===== src/rtl/cmd_fill_engine.sv =====
// Screen RAM command executor: clears the screen or fills a span of
// words through RAM port A, one write per clock.
module cmd_fill_engine #(
    parameter int         ADDR_W     = 16,
    parameter int         MEM_WORDS  = 2400,
    parameter logic [7:0] CLEAR_CHAR = 8'h20
) (
    input  logic              clk,
    input  logic              rst,
    input  logic              request,
    input  logic [7:0]        command,
    input  logic [ADDR_W-1:0] user_addr,
    input  logic [7:0]        fill_data,
    input  logic [ADDR_W-1:0] fill_len,
    output logic [ADDR_W-1:0] mem_addr,
    output logic [7:0]        mem_data,
    output logic              mem_wren,
    output logic              active,
    output logic              done,
    output logic              err
);

    localparam logic [7:0] CMD_NOP   = 8'h00;
    localparam logic [7:0] CMD_CLEAR = 8'h01;
    localparam logic [7:0] CMD_FILL  = 8'h02;

    localparam logic [ADDR_W-1:0] WORDS = ADDR_W'(MEM_WORDS);
    localparam logic [ADDR_W-1:0] LAST  = ADDR_W'(MEM_WORDS - 1);
    localparam logic [ADDR_W-1:0] ONE   = ADDR_W'(1);

    typedef enum logic [1:0] {
        IDLE,
        RUN,
        DONE,
        ERR
    } state_t;

    state_t            state;
    logic              r1, r2, r3;
    logic              req_edge;
    logic              err_pend;
    logic [ADDR_W-1:0] cnt;
    logic [ADDR_W-1:0] len_eff;

    // Oversized spans are clamped so no word is written twice.
    assign len_eff = (fill_len > WORDS) ? WORDS : fill_len;

    always_ff @(posedge clk) begin
        if (rst) begin
            r1       <= 1'b1;
            r2       <= 1'b1;
            r3       <= 1'b1;
            req_edge <= 1'b0;
            err_pend <= 1'b0;
            state    <= IDLE;
            cnt      <= '0;
            mem_addr <= '0;
            mem_data <= '0;
            mem_wren <= 1'b0;
            active   <= 1'b0;
            done     <= 1'b0;
            err      <= 1'b0;
        end else begin
            r1       <= request;
            r2       <= r1;
            r3       <= r2;
            req_edge <= r2 & ~r3;
            done     <= 1'b0;
            err      <= 1'b0;
            unique case (state)
                IDLE: begin
                    if (req_edge) begin
                        if (command == CMD_NOP) begin
                            state <= DONE;
                            done  <= 1'b1;
                        end else if (command == CMD_CLEAR) begin
                            state    <= RUN;
                            mem_addr <= '0;
                            mem_data <= CLEAR_CHAR;
                            mem_wren <= 1'b1;
                            active   <= 1'b1;
                            cnt      <= LAST;
                        end else if (command == CMD_FILL &&
                                     user_addr < WORDS) begin
                            if (len_eff == '0) begin
                                state <= DONE;
                                done  <= 1'b1;
                            end else begin
                                state    <= RUN;
                                mem_addr <= user_addr;
                                mem_data <= fill_data;
                                mem_wren <= 1'b1;
                                active   <= 1'b1;
                                cnt      <= len_eff - ONE;
                            end
                        end else begin
                            state <= ERR;
                            err   <= 1'b1;
                        end
                    end
                end
                RUN: begin
                    // A busy reject landing on the done cycle is held back one clock.
                    if (req_edge) begin
                        if (cnt == '0) err_pend <= 1'b1;
                        else           err      <= 1'b1;
                    end
                    if (cnt == '0) begin
                        state    <= DONE;
                        done     <= 1'b1;
                        mem_wren <= 1'b0;
                        active   <= 1'b0;
                    end else begin
                        cnt      <= cnt - ONE;
                        mem_addr <= (mem_addr == LAST) ? '0 : mem_addr + ONE;
                    end
                end
                DONE: begin
                    state    <= IDLE;
                    err      <= req_edge | err_pend;
                    err_pend <= 1'b0;
                end
                ERR: begin
                    state <= IDLE;
                    err   <= req_edge;
                end
            endcase
        end
    end

endmodule


===== config.mk =====
export PLATFORM = sky130hd
export DESIGN_NAME = cmd_fill_engine
export DESIGN_NICKNAME = d
export VERILOG_FILES = /design/src/rtl/cmd_fill_engine.sv
export SDC_FILE = /design/constraint.sdc
export NUM_CORES = 1
export LEC_CHECK = 0
export ABC_AREA = 1
export CORE_ASPECT_RATIO = 0.9
export CORE_MARGIN = 4
export CORE_UTILIZATION = 70
export CTS_BUF_LIST = sky130_fd_sc_hd__clkbuf_8
export DETAILED_ROUTE_END_ITERATION = 12
export DONT_BUFFER_PORTS = 1
export PLACE_DENSITY = 0.86
export SLEW_MARGIN = 0
export SYNTH_ARGS = -nofsm -noshare
export SYNTH_HDL_FRONTEND = slang
export SYNTH_SLANG_ARGS = --single-unit

===== constraint.sdc =====
create_clock -name clk -period 7.55 [get_ports clk]
set_clock_uncertainty 0.2 [all_clocks]
set_input_delay 1.51 -clock clk [delete_from_list [all_inputs] [get_ports clk]]
set_output_delay 1.51 -clock clk [all_outputs]
set_load 0.02 [all_outputs]

# [Yosys cells after proc, flatten, opt, wreduce, memory -nomap -nowiden]
# Cells that the tools add are included.
[classes] addsub=3 n_lt_le_gt_ge=2 eq_ne=14 mux=50 bitwise_logic=4 n_reduce_logical=14
[op_table] operator="16-bit 2-to-1 mux" count=14
[op_table] operator="16-bit case mux with 2 select lines" count=2
[op_table] operator="16-bit zero test" count=2
[op_table] operator="16-bit by 1-bit subtractor with 16-bit output (second input constant)" count=2
[op_table] operator="8-bit 2-to-1 mux" count=3
[op_table] operator="1-bit 2-to-1 mux" count=20
[op_table] operator="16-bit by 1-bit adder with 16-bit output (second input constant)" count=1
[op_table] operator="16-bit by 12-bit == test with 1-bit output (second input constant)" count=1
[op_table] operator="16-bit by 12-bit > comparator with 1-bit output (second input constant)" count=1
[op_table] operator="16-bit by 12-bit < comparator with 1-bit output (second input constant)" count=1
[op_table] operator="2-bit 2-to-1 mux" count=6
[op_table] operator="2-bit != test (second input constant)" count=6
[op_table] operator="6-bit AND reduction" count=2
[op_table] operator="8-bit by 1-bit == test with 1-bit output (second input constant)" count=1
[op_table] operator="8-bit by 2-bit == test with 1-bit output (second input constant)" count=1
[op_table] operator="8-bit zero test" count=1
[op_table] operator="3-bit != test (second input constant)" count=2
[op_table] operator="1-bit case mux with 2 select lines" count=3
[op_table] operator="2-bit case mux with 3 select lines" count=1
[op_table] operator="2-bit nonzero test" count=3
[op_table] operator="5-bit AND reduction" count=1
[op_table] operator="2-bit == test (second input constant)" count=2
[op_table] operator="1-bit case mux with 4 select lines" count=1
[op_table] operator="3-bit AND reduction" count=1
[op_table] operator="8 further kinds" count=9
[totals] reg_bits=50 inputBits=51 out_inout_bits=28 wordCells=99

# [Logic depth before layout (Yosys ltp)]
[depth] depth_word=9 depth_mapped=23 depth_no_buf=19

# [Least setup slack after synthesis]
# No wires, ideal clock.
[synth_path] path_kind="input-to-reg" startpoint="input fill_len[15]" endpoint="register cnt[4]" setup_ns=0.113 arrival_time_ns=3.646 required_ns=7.237 path_slack_ns=3.591 cell_stages=21 path_buffers=4 cell_sequence="nor2_1 > nand2_1 > nor2_2 > nand2_1 > nand2_2 > buf_6 > clkbuf_1 > nand2_1 > ha_1 > nand3_1 > nor2_1 > nand3_1 > nor2_1 > nand3_1 > nand2_1 > nand2_4 > nand3_2 > buf_6 > buf_6 > nor2_1 > nor2_1"
[synth_between] elab_chain_cells=9 word_cells_on_any_way=12 cone_classes="1 x add/sub; 1 x order compare; 1 x eq/ne; 7 x mux; 2 x reduce/logical"
[synth_rtl] element="start, declared" line_no="14" text="input logic [ADDR_W-1:0] fill_len,"
[synth_rtl] element="16-bit by 12-bit > comparator with 1-bit output" line_no="46" text="assign len_eff = (fill_len > WORDS) ? WORDS : fill_len;"
[synth_rtl] element="16-bit 2-to-1 mux (*)" line_no="46"
[synth_rtl] element="16-bit by 1-bit subtractor with 16-bit output" line_no="94" text="cnt <= len_eff - ONE;"
[synth_rtl] element="16-bit 2-to-1 mux" line_no="85" text="if (len_eff == '0) begin"
[synth_rtl] element="16-bit 2-to-1 mux" line_no="83" text="end else if (command == CMD_FILL &&"
[synth_rtl] element="16-bit 2-to-1 mux" line_no="76" text="end else if (command == CMD_CLEAR) begin"
[synth_rtl] element="16-bit 2-to-1 mux" line_no="73" text="if (command == CMD_NOP) begin"
[synth_rtl] element="16-bit 2-to-1 mux" line_no="72" text="if (req_edge) begin"
[synth_rtl] element="16-bit case mux with 2 select lines" line_no="70" text="unique case (state)"
[synth_rtl] element="end signal, assigned" line_no="94"
[synth_rtl] element="end signal, assigned" line_no="114" text="cnt <= cnt - ONE;"
[synth_rtl] element="end, declared" line_no="42" text="logic [ADDR_W-1:0] cnt;"
# Every way passes the cells marked *; elsewhere a longest branch is shown, timed or not. The select of a mux whose other input is x is not followed.
# A chain may end at the register's enable or synchronous reset.

# [Worst setup path after layout]
[layout_path] startpoint="input fill_len[15]" endpoint="register cnt[6]"
# The elaborated chain is that of the path after synthesis.

==> results by group <==
Global route
  • Grt total ovfl: 0
  • Initial antenna violation count: 0
  • Largest net degree at the start of global routing: 58
  • GR Util All Layers: 29.2%
  • Vias in the first global route: 3614
  • Global-route wire length before repair: 15800 um

Clocking
  • Cts repair resizes: 0
  • CTS tree: done
  • Cts bufs inserted: 5
  • Clock tree buffer depth: 2
  • Clock root cell: clkbuf_8
  • H-tree levels: 2
  • Total setup buffers inserted after CTS: 0
  • Hold-fix buffers at CTS: 0
  • Clock sinks: 50
  • CTS clk-pin slew, worst paths: 100 ps
  • Worst skew pair latency: 310 ps

Floorplanning
  • Die area: 0.00636 mm^2
  • Chip width: 83.6 um
  • Initial Utilization: 73.1%
  • Die Ht: 76.0 um
  • Ports: 79
  • Core footprint: 0.00492 mm^2
  • FP Rows: 24

Final layout
  • Most frequent cells in the layout: 174 x nand2_1, 124 x nor2_1, 88 x inv_1
  • Antenna diode count: 0
  • Synth-to-Final Area Change: 1.95%
  • Share of cells above drive strength 1: 3.57%
  • Nets: 671
  • Post-layout util: 74.5%
  • Commonest non-fill, non-tap cell in the layout: nand2_1
  • Non-Filler Instances: 682

Detailed routing
  • Antenna Nets Post-Route: 0
  • Initial DRT Pass Iterations: 5
  • Vias: 3900
  • WL final: 9320 um
  • DRC: 0
  • Vias/cell: 5.72
  • Avg WL per Cell: 13.7 um
  • DRT iter0 DRCs: 347

Timing
  • Fmax: 0.215 GHz
  • Slew @ Worst Pin: 1070 ps
  • Final Hold Fails: 0
  • RSZ-0062 raised after global routing: false
  • Final hold slack: 201 ps
  • TNS Setup: 0 ps
  • Setup violations, final: 0
  • Worst rel slew slack: 28.5%
  • Setup WS post-layout: 2910 ps
  • Final slew viol count: 0
  • Period utilization: 61.5%
  • Min Tclk post-route: 4640 ps

Worst setup path
  • Reg-to-reg startpoint: cnt[0]
  • Crit path kind: in2reg
  • CP top delay family: simple AND/OR/NAND/NOR gates
  • Crit path buffers/inverters: 1
  • Worst path cell trace: nor2_1 > nand2_1 > nor2_2 > nand2_1 > nand2_2 > nand2_1 > ha_1 > nand3_1 > nor2_1 > nand3_1 > nor2_1 > nand3_1 > nand2_1 > nand2_4 > nand3_2 > nand2_1 > inv_1 > nor2_1
  • Reg2reg end: cnt[6]
  • Worst EP required: 7590 ps
  • Slowest cell delay on critical path: 830 ps
  • Worst path slowest cell: nand3_2
  • Most common cell on crit path: nand2_1
  • Worst-case reg-to-reg path depth: 13
  • Nature of the critical path endpoint: register
  • CP Data Arrival Time: 4680 ps
  • Crit-path max FO: 57
  • FF-to-FF setup slack: 4580 ps
  • Critical path startpoint category: input port

Logic synthesis
  • Synth Area in XOR/XNOR: 1.95%
  • Synthesized area: 0.00360 mm^2
  • Synthesized instance count: 628
  • Post-synthesis sequential area ratio: 27.8%
  • Compound-gate portion of the synthesized area: 9.35%
  • Synth area leaders: dfxtp_1 28%, nand2_1 18%, nor2_1 13%
  • Post-Synth Simple-Gate Area: 46.6%
  • Mapped Avg Cell Area: 5.73 um^2
  • Area leader, netlist: dfxtp_1
  • Post-synthesis mux area share: 0%
  • Syn. warnings: 0
  • Largest family of logic cells by synthesized area: simple AND/OR/NAND/NOR gates
  • Cell variety after synth: 35
  • Post-Synth Adder-Cell Area: 1.39%
  • Net Count, Synth: 683
  • Yosys reg bits: 50
  • Top-area cell type share of the netlist area: 27.8%

Power
  • P_leak: 1.90 nW
  • PwrDens: 130 mW/mm^2
  • Maximum vdd drop: 0.0000813 V

Hold path
  • WHS Path Cells: 1
  • Worst hold endpoint: req_edge
  • HP Class: reg2reg
  • Hold_sp: r3

Flow run
  • Max-cap violations: 0

Status
  • Status: finished, final reports clean

Place
  • DP Wirelength: 6870 um
  • Pre-CTS setup slack: 2680 ps
  • GP Congestion: 0.948
  • Placed cell count: 674
  • IO Port Bufs: 0
metal layers:
layer / vias up / global-route usage [%] / wire, um
li1: 1960 / - / -
met5: - / 0 / 0
met4: 0 / 10.9 / 229
met1: 1737 / 36.9 / 3970
met3: 25 / 7.14 / 902
met2: 178 / 48.0 / 4220
power breakdown:
part	switching, mW	internal (mW)	total, mW	leakage, nW
Sequential	0.00299	0.266	0.269	0.403
Clock	0.0923	0.0739	0.166	0.0472
Combinational	0.0292	0.0135	0.0428	1.45
stage by stage:
stage	total power, mW	area (um^2)
global route	0.494	3670
CTS	0.479	3670
detailed placement	0.317	3570
floorplan	0.310	3600
global placement	0.316	3570
finish	0.478	3670
cell usage after synthesis:
master,n
o22ai_1,2
nor2_4,1
o31ai_1,3
nor2_2,1
inv_2,2
nand3_2,2
a21oi_1,15
nand2_2,1
nand2_4,1
dfxtp_1,50
a211oi_1,1
and3_1,1
nor2_1,125
nand3_1,40
clkbuf_1,12
nor3_1,9
nand4_1,31
ha_1,4
inv_1,88
nand3b_1,3
xnor2_1,1
a31oi_1,2
nand2_1,174
a22o_1,1
buf_2,3
or2_2,3
xor2_1,7
a21o_1,1
nor4_1,2
o21ai_0,31
clkinv_1,1
a32o_1,3
buf_6,5
o21ai_1,1
buf_4,1
area by class of cell:
class / count / area (um^2)
repair buffers: 2 / 15.0
clock buffers: 6 / 82.6
fillers: 454 / 1250
clock inverters: 2 / 12.5
flip-flops and latches: 50 / 1000
inverters: 91 / 342
well taps: 65 / 81.3
multi-input cells: 466 / 2140
state kept, by name, summed over array words and instances, names as in the netlist, 2 cells and up:
name,count
cnt,16
mem_addr,16
mem_data,8
state,2
cell families (layout without fill, tap and decap cells):
logic type	count (synthesis)	count (layout)
and+or+nand+nor	394	394
buffers and inverters	112	101
AOI/OAI and AO/OA	60	60
adders and majority gates	4	4
DFF	50	50
xor gates and xnor gates	8	8
worst register-to-register path, cell delays in order (launching register included):
cell and delay, ps:
dfxtp_1 320, inv_1 70, ha_1 260, nand2_1 130, nor2_1 70, nand3_1 130, nor3_1 70, nand2_1 90
nand2_1 70, inv_2 150, nand3_2 830, nand2_1 290, inv_1 80, nor2_1 150
how the worst max path moves through the flow:
stage                 start      endpoint  slack, ps  cells after the start
3_3_place_gp   fill_len[15]  mem_addr[12]       2850                     17
5_1_grt        fill_len[15]        cnt[1]       2500                     18
3_5_place_dp   fill_len[15]        cnt[6]       2680                     18
2_1_floorplan  fill_len[15]        cnt[4]       3590                     21
6_report       fill_len[15]        cnt[6]       2910                     18
4_1_cts        fill_len[15]        cnt[6]       2970                     18
Note: power is estimated with default switching activity, not from simulation.
